==> config.mk <==
export PLATFORM = sky130hd
export DESIGN_NAME = keypad_code_collector
export DESIGN_NICKNAME = d
export VERILOG_FILES = /design/src/rtl/keypad_code_collector_pkg.sv /design/src/rtl/keypad_code_collector_key_press_detector.sv /design/src/rtl/keypad_code_collector.sv
export SDC_FILE = /design/constraint.sdc
export NUM_CORES = 1
export LEC_CHECK = 0
export CAP_MARGIN = 40
export CORE_ASPECT_RATIO = 1.25
export CORE_MARGIN = 2
export CORE_UTILIZATION = 39
export DETAILED_ROUTE_END_ITERATION = 6
export SETUP_SLACK_MARGIN = 0.05
export SYNTH_ARGS = -nofsm -noshare
export SYNTH_HDL_FRONTEND = slang
export SYNTH_SLANG_ARGS = --single-unit
==> constraint.sdc <==
create_clock -name clk -period 5.5 [get_ports clk]
set_clock_uncertainty 0.1 [all_clocks]
set_input_delay 1.375 -clock clk [delete_from_list [all_inputs] [get_ports clk]]
set_output_delay 1.375 -clock clk [all_outputs]
set_load 0.005 [all_outputs]
==> src/rtl/keypad_code_collector_pkg.sv <==
// Shared keypad/lock definitions: special key codes and the collector state encoding.
package keypad_code_collector_pkg;

   localparam logic [3:0] KEY_MAX_DIGIT = 4'd9;
   localparam logic [3:0] KEY_CLEAR     = 4'd10;
   localparam logic [3:0] KEY_ENTER     = 4'd11;

   typedef enum logic [1:0] {
      IDLE  = 2'd0,
      ENTRY = 2'd1,
      FULL  = 2'd2,
      DONE  = 2'd3
   } state_e;

   // Keys 12..15 have no function on this keypad.
   function automatic logic is_key(input logic [3:0] key);
      return key <= KEY_ENTER;
   endfunction

   function automatic logic is_digit(input logic [3:0] key);
      return key <= KEY_MAX_DIGIT;
   endfunction

endpackage

==> src/rtl/keypad_code_collector_key_press_detector.sv <==
// Converts the encoder's level valid into a single press event on the rising edge of valid.
module key_press_detector
   import keypad_code_collector_pkg::*;
(
   input  logic       clk,
   input  logic       rst,
   input  logic       valid_i,
   input  logic [3:0] code_i,
   output logic       press_c_o,
   output logic [3:0] key_c_o
);

   logic valid_q;

   // Any valid, including unused codes, arms the edge detector.
   always_ff @(posedge clk or posedge rst) begin
      if (rst) begin
         valid_q <= 1'b0;
      end else begin
         valid_q <= valid_i;
      end
   end

   assign press_c_o = valid_i & ~valid_q & is_key(code_i);
   assign key_c_o   = code_i;

endmodule

==> src/rtl/keypad_code_collector.sv <==
// Assembles a NUM_DIGITS PIN from keypad press events; clear/enter keys and an idle timeout control entry.
module keypad_code_collector
   import keypad_code_collector_pkg::*;
#(
   parameter int unsigned NUM_DIGITS     = 4,
   parameter int unsigned TIMEOUT_CYCLES = 1000
) (
   input  logic                               clk,
   input  logic                               rst,
   input  logic [3:0]                         code,
   input  logic                               valid,
   output logic [4*NUM_DIGITS-1:0]            entered_code,
   output logic [$clog2(NUM_DIGITS+1)-1:0]    digit_count,
   output logic                               entry_done,
   output logic                               entry_error,
   output logic                               entry_cleared,
   output logic                               entry_timeout
);

   localparam int unsigned BW = 4 * NUM_DIGITS;
   localparam int unsigned CW = $clog2(NUM_DIGITS + 1);
   localparam int unsigned TW = $clog2(TIMEOUT_CYCLES);

   logic          press_c;
   logic [3:0]    key_c;

   state_e        state_q, state_d;
   logic [BW-1:0] buffer_q, buffer_d;
   logic [CW-1:0] count_q, count_d;
   logic [TW-1:0] timer_q, timer_d;
   logic          done_q, done_d;
   logic          error_q, error_d;
   logic          cleared_q, cleared_d;
   logic          timeout_q, timeout_d;

   key_press_detector u_press (
      .clk       (clk),
      .rst       (rst),
      .valid_i   (valid),
      .code_i    (code),
      .press_c_o (press_c),
      .key_c_o   (key_c)
   );

   always_ff @(posedge clk or posedge rst) begin
      if (rst) begin
         state_q   <= IDLE;
         buffer_q  <= '0;
         count_q   <= '0;
         timer_q   <= '0;
         done_q    <= 1'b0;
         error_q   <= 1'b0;
         cleared_q <= 1'b0;
         timeout_q <= 1'b0;
      end else begin
         state_q   <= state_d;
         buffer_q  <= buffer_d;
         count_q   <= count_d;
         timer_q   <= timer_d;
         done_q    <= done_d;
         error_q   <= error_d;
         cleared_q <= cleared_d;
         timeout_q <= timeout_d;
      end
   end

   always_comb begin
      state_d   = state_q;
      buffer_d  = buffer_q;
      count_d   = count_q;
      timer_d   = timer_q;
      done_d    = 1'b0;
      error_d   = 1'b0;
      cleared_d = 1'b0;
      timeout_d = 1'b0;

      case (state_q)
         IDLE, ENTRY, FULL: begin
            // A press always wins over an expiring timer in the same cycle.
            if (press_c) begin
               timer_d = '0;
               if (is_digit(key_c)) begin
                  if (state_q != FULL) begin
                     buffer_d = (buffer_q << 4) | BW'(key_c);
                     count_d  = count_q + CW'(1);
                     state_d  = (count_q == CW'(NUM_DIGITS - 1)) ? FULL : ENTRY;
                  end
               end else if (key_c == KEY_CLEAR) begin
                  buffer_d  = '0;
                  count_d   = '0;
                  cleared_d = 1'b1;
                  state_d   = IDLE;
               end else if (state_q == FULL) begin
                  done_d  = 1'b1;
                  state_d = DONE;
               end else begin
                  buffer_d = '0;
                  count_d  = '0;
                  error_d  = 1'b1;
                  state_d  = IDLE;
               end
            end else if (state_q == IDLE) begin
               timer_d = '0;
            end else if (timer_q == TW'(TIMEOUT_CYCLES - 1)) begin
               buffer_d  = '0;
               count_d   = '0;
               timer_d   = '0;
               cleared_d = 1'b1;
               timeout_d = 1'b1;
               state_d   = IDLE;
            end else begin
               timer_d = timer_q + TW'(1);
            end
         end
         DONE: begin
            buffer_d = '0;
            count_d  = '0;
            timer_d  = '0;
            state_d  = IDLE;
         end
         default: begin
            state_d = IDLE;
         end
      endcase
   end

   assign entered_code  = buffer_q;
   assign digit_count   = count_q;
   assign entry_done    = done_q;
   assign entry_error   = error_q;
   assign entry_cleared = cleared_q;
   assign entry_timeout = timeout_q;

endmodule
==> flow_metrics.tcl, run 1 <==
set metrics [dict create \
    arrival_ns 3.21 \
    synthTopCellsByArea "dfrtp_1 (56%), a22o_1 (5.4%), a22o_2 (5.0%)" \
    drv_slew 0 \
    synth_seq_area_share 0.559 \
    grt_pass1_vias 1138 \
    vias 1175 \
    path_cells "clkdlybuf4s50_1 -> and2_1 -> nor2_1 -> and3_1 -> mux2_2" \
    cts_tree "done" \
    ys_ff_latch 36 \
    dr.first_iter.drc_count 77 \
    async_flop_share 1.00 \
    postSynthCellCount 139 \
    ys.flop_type "dfrtp_1" \
    whs_ns 0.379 \
    port_buffers 29 \
    ioPinCount 30 \
    status "finished clean" \
    coreArea_sq_um 4030 \
    yosys_warnings 0 \
    regToRegStartpoint "timer_q[0]" \
    areaGrowthSynthToFinish_pct 26.7 \
    post-synth-top-area-cell "dfrtp_1" \
    power_uw 944 \
    internal-power_uw 665 \
    fmax_mhz 324 \
    cap_violations 0 \
    power-per-cell-area_nw_per_um2 463 \
    grt_pass1_wl_mm 5.17 \
    p_leak_nw 0.870 \
    finalSetupViolCount 0 \
    post_synth_mux_area_share 0.00699 \
    grt_start_max_net_pins 37 \
    rsz0062_at_grt "false" \
    fillCellCount 402 \
    period_needed_ns 3.09 \
    die-width_microns 61.5 \
    synth_top_family_by_area "compound AO/OA/AOI/OAI gates" \
    p_clk_frac 0.214 \
    cts.hold.buffers_added 0 \
    start_util 0.400 \
    synth_area_per_cell_sq_um 11.6 \
    die_h_microns 75.9 \
    synth_edf_count 0 \
    die_area_sq_um 4670 \
    relSlewSlack 0.607 \
    synth_xor_area_frac 0.0489 \
    period_share 0.561 \
    multi_input_area_sq_um 647 \
    critPathRequiredTime_ns 5.62 \
    power_frac_seq 0.438 \
    path_max_fanout 17 \
    netlist_area_sq_um 1610 \
    wl_per_cell_microns 13.7 \
    drc 0 \
    synth_compound_area_frac 0.172 \
    hpwl_mm 2.24 \
    p_comb_frac 0.347 \
    synth_adder_area_share 0.0233 \
    cts_buffers 5 \
    clkSinkCount 36 \
    tns_ns 0 \
    drive_above_1_share 0.135 \
    ant_nets 0 \
    clk_pin_slew_ns 0.07 \
    setup.worst_path.start_class "input pin" \
    setup_ws_ns 2.41 \
    synth_top_area_frac 0.559 \
    end_kind "register" \
    grt_usage 0.154 \
    sw_frac_of_total 0.296 \
    timing_worst_slew_pin_value_ns 0.589 \
    grt.overflow.total 0 \
    cpMaxStageDelayCell "and3_1" \
    synth_cell_types 36 \
    htree_levels 2 \
    mostFrequentLayoutCells "dfrtp_1 (36), clkdlybuf4s50_1 (29), nor2_1 (17)" \
    rows 26 \
    clk_path_buf_depth 2 \
    cts_resized 0 \
    vias_per_cell 5.18 \
    wirelength_mm 3.11 \
    diodes 0 \
    slowest_delay_ns 0.59 \
    hp-class "register to register" \
    regArea_sq_um 901 \
    fin_nets 181 \
    postCtsSetupBuffers 0 \
    first_pass_iters 4 \
    worst_ir_drop_vdd_mv 0.139 \
    layout_commonest_cell "dfrtp_1" \
    syn-num-nets 149 \
    power_switching_uw 280 \
    gp_congestion 0.826 \
    finalHoldViolations 0 \
    place_inst 220 \
    clk_latency_ns 0.29 \
    crit_start "code[3]" \
    final_cells 227 \
    ctsRootBufferMaster "clkbuf_8" \
    antenna_found_initial 0 \
    place_ws_ns 2.12 \
    worstSetupPathType "input pin to register" \
    worstHoldStart "timer_q[0]" \
    synth-simple-area-share 0.150 \
]
## worst paths after layout
kind | to | slack (ns) | cells after the start
setup / recovery | digit_count[0] | 2.41 | 5
min in group asynchronous | digit_count[1] | 1.37 | 3
hold reg to reg | timer_q[0] | 0.38 | 1
max in group asynchronous | state_q[1] | 3.61 | 3
hold / removal | timer_q[0] | 0.38 | 1
setup reg to reg | digit_count[0] | 3.50 | 5
## cells in the mapped netlist, drive strengths merged, types with 3 or more instances
cell type  instances
a22o              18
inv                8
nor3               6
ha                 3
buf                5
nor2              17
nand3              4
nand2              8
o21ai              3
dfrtp             36
xor2               3
xnor2              6
## power by group through the flow
stage	Combinational, mW	Clock, mW	Sequential [mW]
final	0.328	0.202	0.414
after global routing	0.365	0.219	0.426
after CTS	0.336	0.207	0.416
after detailed placement	0.333	0	0.422
after global placement	0.331	0	0.416
after floorplan	0.172	0	0.408
## per-stage QoR
| stage | instance area [sq um] | util |
|---|---|---|
| 3_3_place_gp | 1950 | 0.482 |
| 4_1_cts | 2040 | 0.506 |
| 5_1_grt | 2040 | 0.506 |
| 3_5_place_dp | 1950 | 0.482 |
| 2_1_floorplan | 1610 | - |
| 6_report | 2040 | 0.506 |
## worst max-delay path: cells and delay by family
family,cells,cell delay (ns)
simple gates,3,1.06
buf+inv,1,0.50
mux,1,0.27
## kinds of logic (layout without fill, tap and decap cells)
| group | after synthesis | after routing |
|---|---|---|
| simple gates | 46 | 46 |
| flops | 36 | 36 |
| compound gates | 31 | 31 |
| buf+inv | 13 | 45 |
| xor+xnor | 9 | 9 |
| fa+ha+maj | 3 | 3 |
| mux | 1 | 1 |
## flip-flops by register name (all words and copies together) (netlist names)
name	flops
digit_count	3
entered_code	16
entry_cleared	1
entry_done	1
entry_error	1
entry_timeout	1
state_q	2
timer_q	10
u_press.valid_q	1
## final cells by class
class | instances | area share
Clock buffer | 7 | 0.0472
Inverter | 8 | 0.0147
Multi-Input combinational cell | 90 | 0.317
Sequential cell | 36 | 0.441
Tap cell | 56 | 0.0343
Timing Repair Buffer | 30 | 0.146
## metal layers
layer  wire (microns)  vias to the layer above  share of wire  GRT usage
li1                 -                      560              -          -
met1             1310                      579           0.42      0.174
met2             1620                       30           0.52      0.265
met3              138                        6          0.044     0.0526
met4               50                        0          0.016     0.0567
met5                0                        -              0          0
Note: power is estimated with default switching activity, not from simulation.
==> run 2: changes to the inputs <==
- clock period: 5.5 -> 2.6 ns (I/O delays scaled with it)
==> flow_metrics.tcl, run 2 (synthesized netlist as in run 1, its figures left out) <==
set metrics [dict create \
    fillCellCount 383 \
    die-width_microns 61.5 \
    worst_ir_drop_vdd_mv 0.309 \
    grt_usage 0.162 \
    clk_latency_ns 0.29 \
    worstSetupPathType "input pin to register" \
    port_buffers 29 \
    fin_nets 182 \
    fmax_mhz 419 \
    first_pass_iters 4 \
    cap_violations 0 \
    ant_nets 0 \
    grt_pass1_wl_mm 5.34 \
    finalHoldViolations 0 \
    ctsRootBufferMaster "clkbuf_8" \
    cts_resized 0 \
    final_cells 229 \
    cts.hold.buffers_added 0 \
    power-per-cell-area_nw_per_um2 968 \
    vias_per_cell 5.11 \
    clkSinkCount 36 \
    grt.overflow.total 0 \
    die_area_sq_um 4670 \
    place_inst 221 \
    setup_ws_ns 0.212 \
    power_mw 1.98 \
    p_leak_nw 0.870 \
    die_h_microns 75.9 \
    tns_ns 0 \
    period_needed_ns 2.39 \
    place_ws_ns -0.0566 \
    clk_path_buf_depth 2 \
    end_kind "register" \
    grt_pass1_vias 1145 \
    htree_levels 2 \
    dr.first_iter.drc_count 101 \
    largest_reg_flops 16 \
    rsz0062_at_grt "false" \
    wirelength_mm 3.26 \
    multi_input_area_sq_um 647 \
    gp_congestion 0.925 \
    mostFrequentLayoutCells "dfrtp_1 (36), clkdlybuf4s50_1 (29), nor2_1 (17)" \
    hp-class "register to register" \
    wl_per_cell_microns 14.2 \
    critPathRequiredTime_ns 2.72 \
    areaGrowthSynthToFinish_pct 26.8 \
    antenna_found_initial 0 \
    coreArea_sq_um 4030 \
    hpwl_mm 2.29 \
    grt_start_max_net_pins 37 \
    path_max_fanout 17 \
    status "finished clean" \
    layout_commonest_cell "dfrtp_1" \
    drv_slew 0 \
    rows 26 \
    ioPinCount 30 \
    vias 1170 \
    relSlewSlack 0.576 \
    drive_above_1_share 0.133 \
    postCtsSetupBuffers 0 \
    setup.worst_path.start_class "input pin" \
    diodes 0 \
    cts_tree "done" \
    timing_worst_slew_pin_value_ns 0.635 \
    clk_pin_slew_ns 0.06 \
    finalSetupViolCount 0 \
    period_share 0.919 \
    regArea_sq_um 901 \
    arrival_ns 2.51 \
    start_util 0.400 \
    drc 0 \
    cts_buffers 5 \
]
## run 2: cell types whose count changed in the layout (fill, tap and decap cells not counted)
cell | before | now
buf_4 | 1 | 2
clkbuf_1 | 0 | 2
clkbuf_8 | 7 | 6
## run 2: final timing paths
path	cells after the start	slack, ns	from	to
worst max-delay path	5	0.21	code[3]	digit_count[0]
worst min-delay path	1	0.38	timer_q[0]	timer_q[0]
worst max register to register	5	0.59	timer_q[0]	digit_count[0]
worst min register to register	1	0.38	timer_q[0]	timer_q[0]
max in group asynchronous	3	1.42	rst	timer_q[0]
min in group asynchronous	3	0.66	rst	digit_count[0]
## run 2: power breakdown
part	switching [mW]	total (mW)	leakage, nW	internal [mW]
registers	0.146	0.874	0.467	0.727
logic	0.259	0.703	0.357	0.444
clock network	0.186	0.401	0.0455	0.216
total	0.590	1.98	0.870	1.39
## run 2: final cells by class
class | count | area share
flip-flops and latches | 36 | 0.441
multi-input cells | 90 | 0.317
clock buffers | 8 | 0.0441
inverters | 8 | 0.0147
repair buffers | 31 | 0.149
well taps | 56 | 0.0343
## run 2: worst max-delay path, cell delays in order
cell             delay [ns]
clkdlybuf4s50_1        0.49
and2_1                 0.24
nor2_1                 0.24
and3_1                 0.62
mux2_2                 0.27
## run 2: per-stage QoR
step / util / hold WS (ns) / area (sq um)
2_1_floorplan: - / 0.355 / 1610
3_3_place_gp: 0.484 / 0.371 / 1950
3_5_place_dp: 0.484 / 0.376 / 1950
4_1_cts: 0.507 / 0.386 / 2040
5_1_grt: 0.507 / 0.413 / 2040
6_report: 0.507 / 0.380 / 2040
## run 2: metal layers
metal	share of wire	wire length (microns)	up-vias	global-route usage
met5	0	0	-	0
li1	-	-	564	-
met1	0.43	1390	567	0.184
met2	0.50	1640	31	0.268
met3	0.045	146	8	0.0526
met4	0.025	80	0	0.0827
==> run 3: changes to the inputs <==
- CTS_BUF_LIST: not set -> sky130_fd_sc_hd__clkbuf_8
- CTS_CLUSTER_SIZE: not set -> 16
- SKIP_CTS_REPAIR_TIMING: not set -> 1
==> flow_metrics.tcl, run 3 (synthesized netlist as in run 1, its figures left out) <==
set metrics [dict create \
    status "finished clean" \
    mostFrequentLayoutCells "dfrtp_1 (36), clkdlybuf4s50_1 (29), nor2_1 (17)" \
    fin_nets 182 \
    die-width_microns 61.5 \
    period_share 0.917 \
    setup.worst_path.start_class "input pin" \
    grt_usage 0.162 \
    wirelength_mm 3.26 \
    clk_pin_slew_ns 0.06 \
    areaGrowthSynthToFinish_pct 26.8 \
    path_max_fanout 17 \
    arrival_ns 2.50 \
    cap_violations 0 \
    grt_pass1_vias 1145 \
    drv_slew 0 \
    die_h_microns 75.9 \
    diodes 0 \
    htree_levels 2 \
    dr.first_iter.drc_count 100 \
    fillCellCount 383 \
    clkSinkCount 36 \
    final_cells 229 \
    ctsRootBufferMaster "clkbuf_8" \
    grt_pass1_wl_mm 5.34 \
    port_buffers 29 \
    clk_path_buf_depth 2 \
    grt.overflow.total 0 \
    period_needed_ns 2.38 \
    worst_ir_drop_vdd_mv 0.309 \
    relSlewSlack 0.580 \
    clk_latency_ns 0.28 \
    power-per-cell-area_nw_per_um2 964 \
    place_ws_ns -0.0566 \
    rsz0062_at_grt "false" \
    timing_worst_slew_pin_value_ns 0.631 \
    die_area_sq_um 4670 \
    finalSetupViolCount 0 \
    wl_per_cell_microns 14.2 \
    largest_reg_flops 16 \
    cts_buffers 5 \
    antenna_found_initial 0 \
    p_leak_nw 0.878 \
    drc 0 \
    finalHoldViolations 0 \
    hp-class "register to register" \
    setup_ws_ns 0.217 \
    critPathRequiredTime_ns 2.72 \
    worstSetupPathType "input pin to register" \
    vias 1176 \
    fmax_mhz 420 \
    tns_ns 0 \
    place_inst 221 \
    grt_start_max_net_pins 37 \
    whs_ns 0.379 \
    final_util 0.507 \
    drive_above_1_share 0.133 \
    rows 26 \
    coreArea_sq_um 4030 \
    ant_nets 0 \
    gp_congestion 0.925 \
    hpwl_mm 2.29 \
    cts_tree "done" \
    layout_commonest_cell "dfrtp_1" \
    end_kind "register" \
    vias_per_cell 5.14 \
    start_util 0.400 \
    ioPinCount 30 \
    first_pass_iters 4 \
]
run 3: changes by cell type in the layout (fill, tap and decap cells not counted), sizes merged:
cell,before,now
clkbuf,8,6
inv,8,10
run 3: layout make-up:
| type | count | area, sq um | share of cell area |
|---|---|---|---|
| Clock buffer | 6 | 82.6 | 0.0404 |
| Clock inverter | 2 | 7.51 | 0.00367 |
| Inverter | 8 | 30.0 | 0.0147 |
| Multi-Input combinational cell | 90 | 647 | 0.317 |
| Sequential cell | 36 | 901 | 0.441 |
| Tap cell | 56 | 70.1 | 0.0343 |
| Timing Repair Buffer | 31 | 305 | 0.149 |
run 3: per-stage QoR:
step | instance area, sq um | power, mW
global placement | 1950 | 1.58
global route | 2040 | 2.12
floorplan | 1610 | 1.23
finish | 2040 | 1.97
CTS | 2040 | 2.00
detailed placement | 1950 | 1.60
run 3: path summary, 6_finish.rpt:
check,slack [ns],cells past startpoint,to,from
max in group asynchronous,1.42,3,timer_q[0],rst
min in group asynchronous,0.66,3,digit_count[0],rst
worst min register to register,0.38,1,timer_q[0],timer_q[0]
worst max register to register,0.59,5,digit_count[0],timer_q[0]
worst min-delay path,0.38,1,timer_q[0],timer_q[0]
worst max-delay path,0.22,5,digit_count[0],code[3]
run 3: power by group:
part	switching [mW]	leakage, nW	internal (mW)
Clock	0.184	0.0538	0.208
Sequential	0.146	0.467	0.727
Combinational	0.258	0.357	0.444
run 3: layer usage:
metal	part of all wire	GRT usage	routed length, microns
met5	0	0	0
met4	0.025	0.0827	80
met3	0.042	0.0526	138
met2	0.51	0.268	1670
met1	0.42	0.184	1370
run 3: worst max-delay path: stages:
cell and delay, ns:
clkdlybuf4s50_1 0.49, and2_1 0.24, nor2_1 0.24, and3_1 0.62, mux2_2 0.27
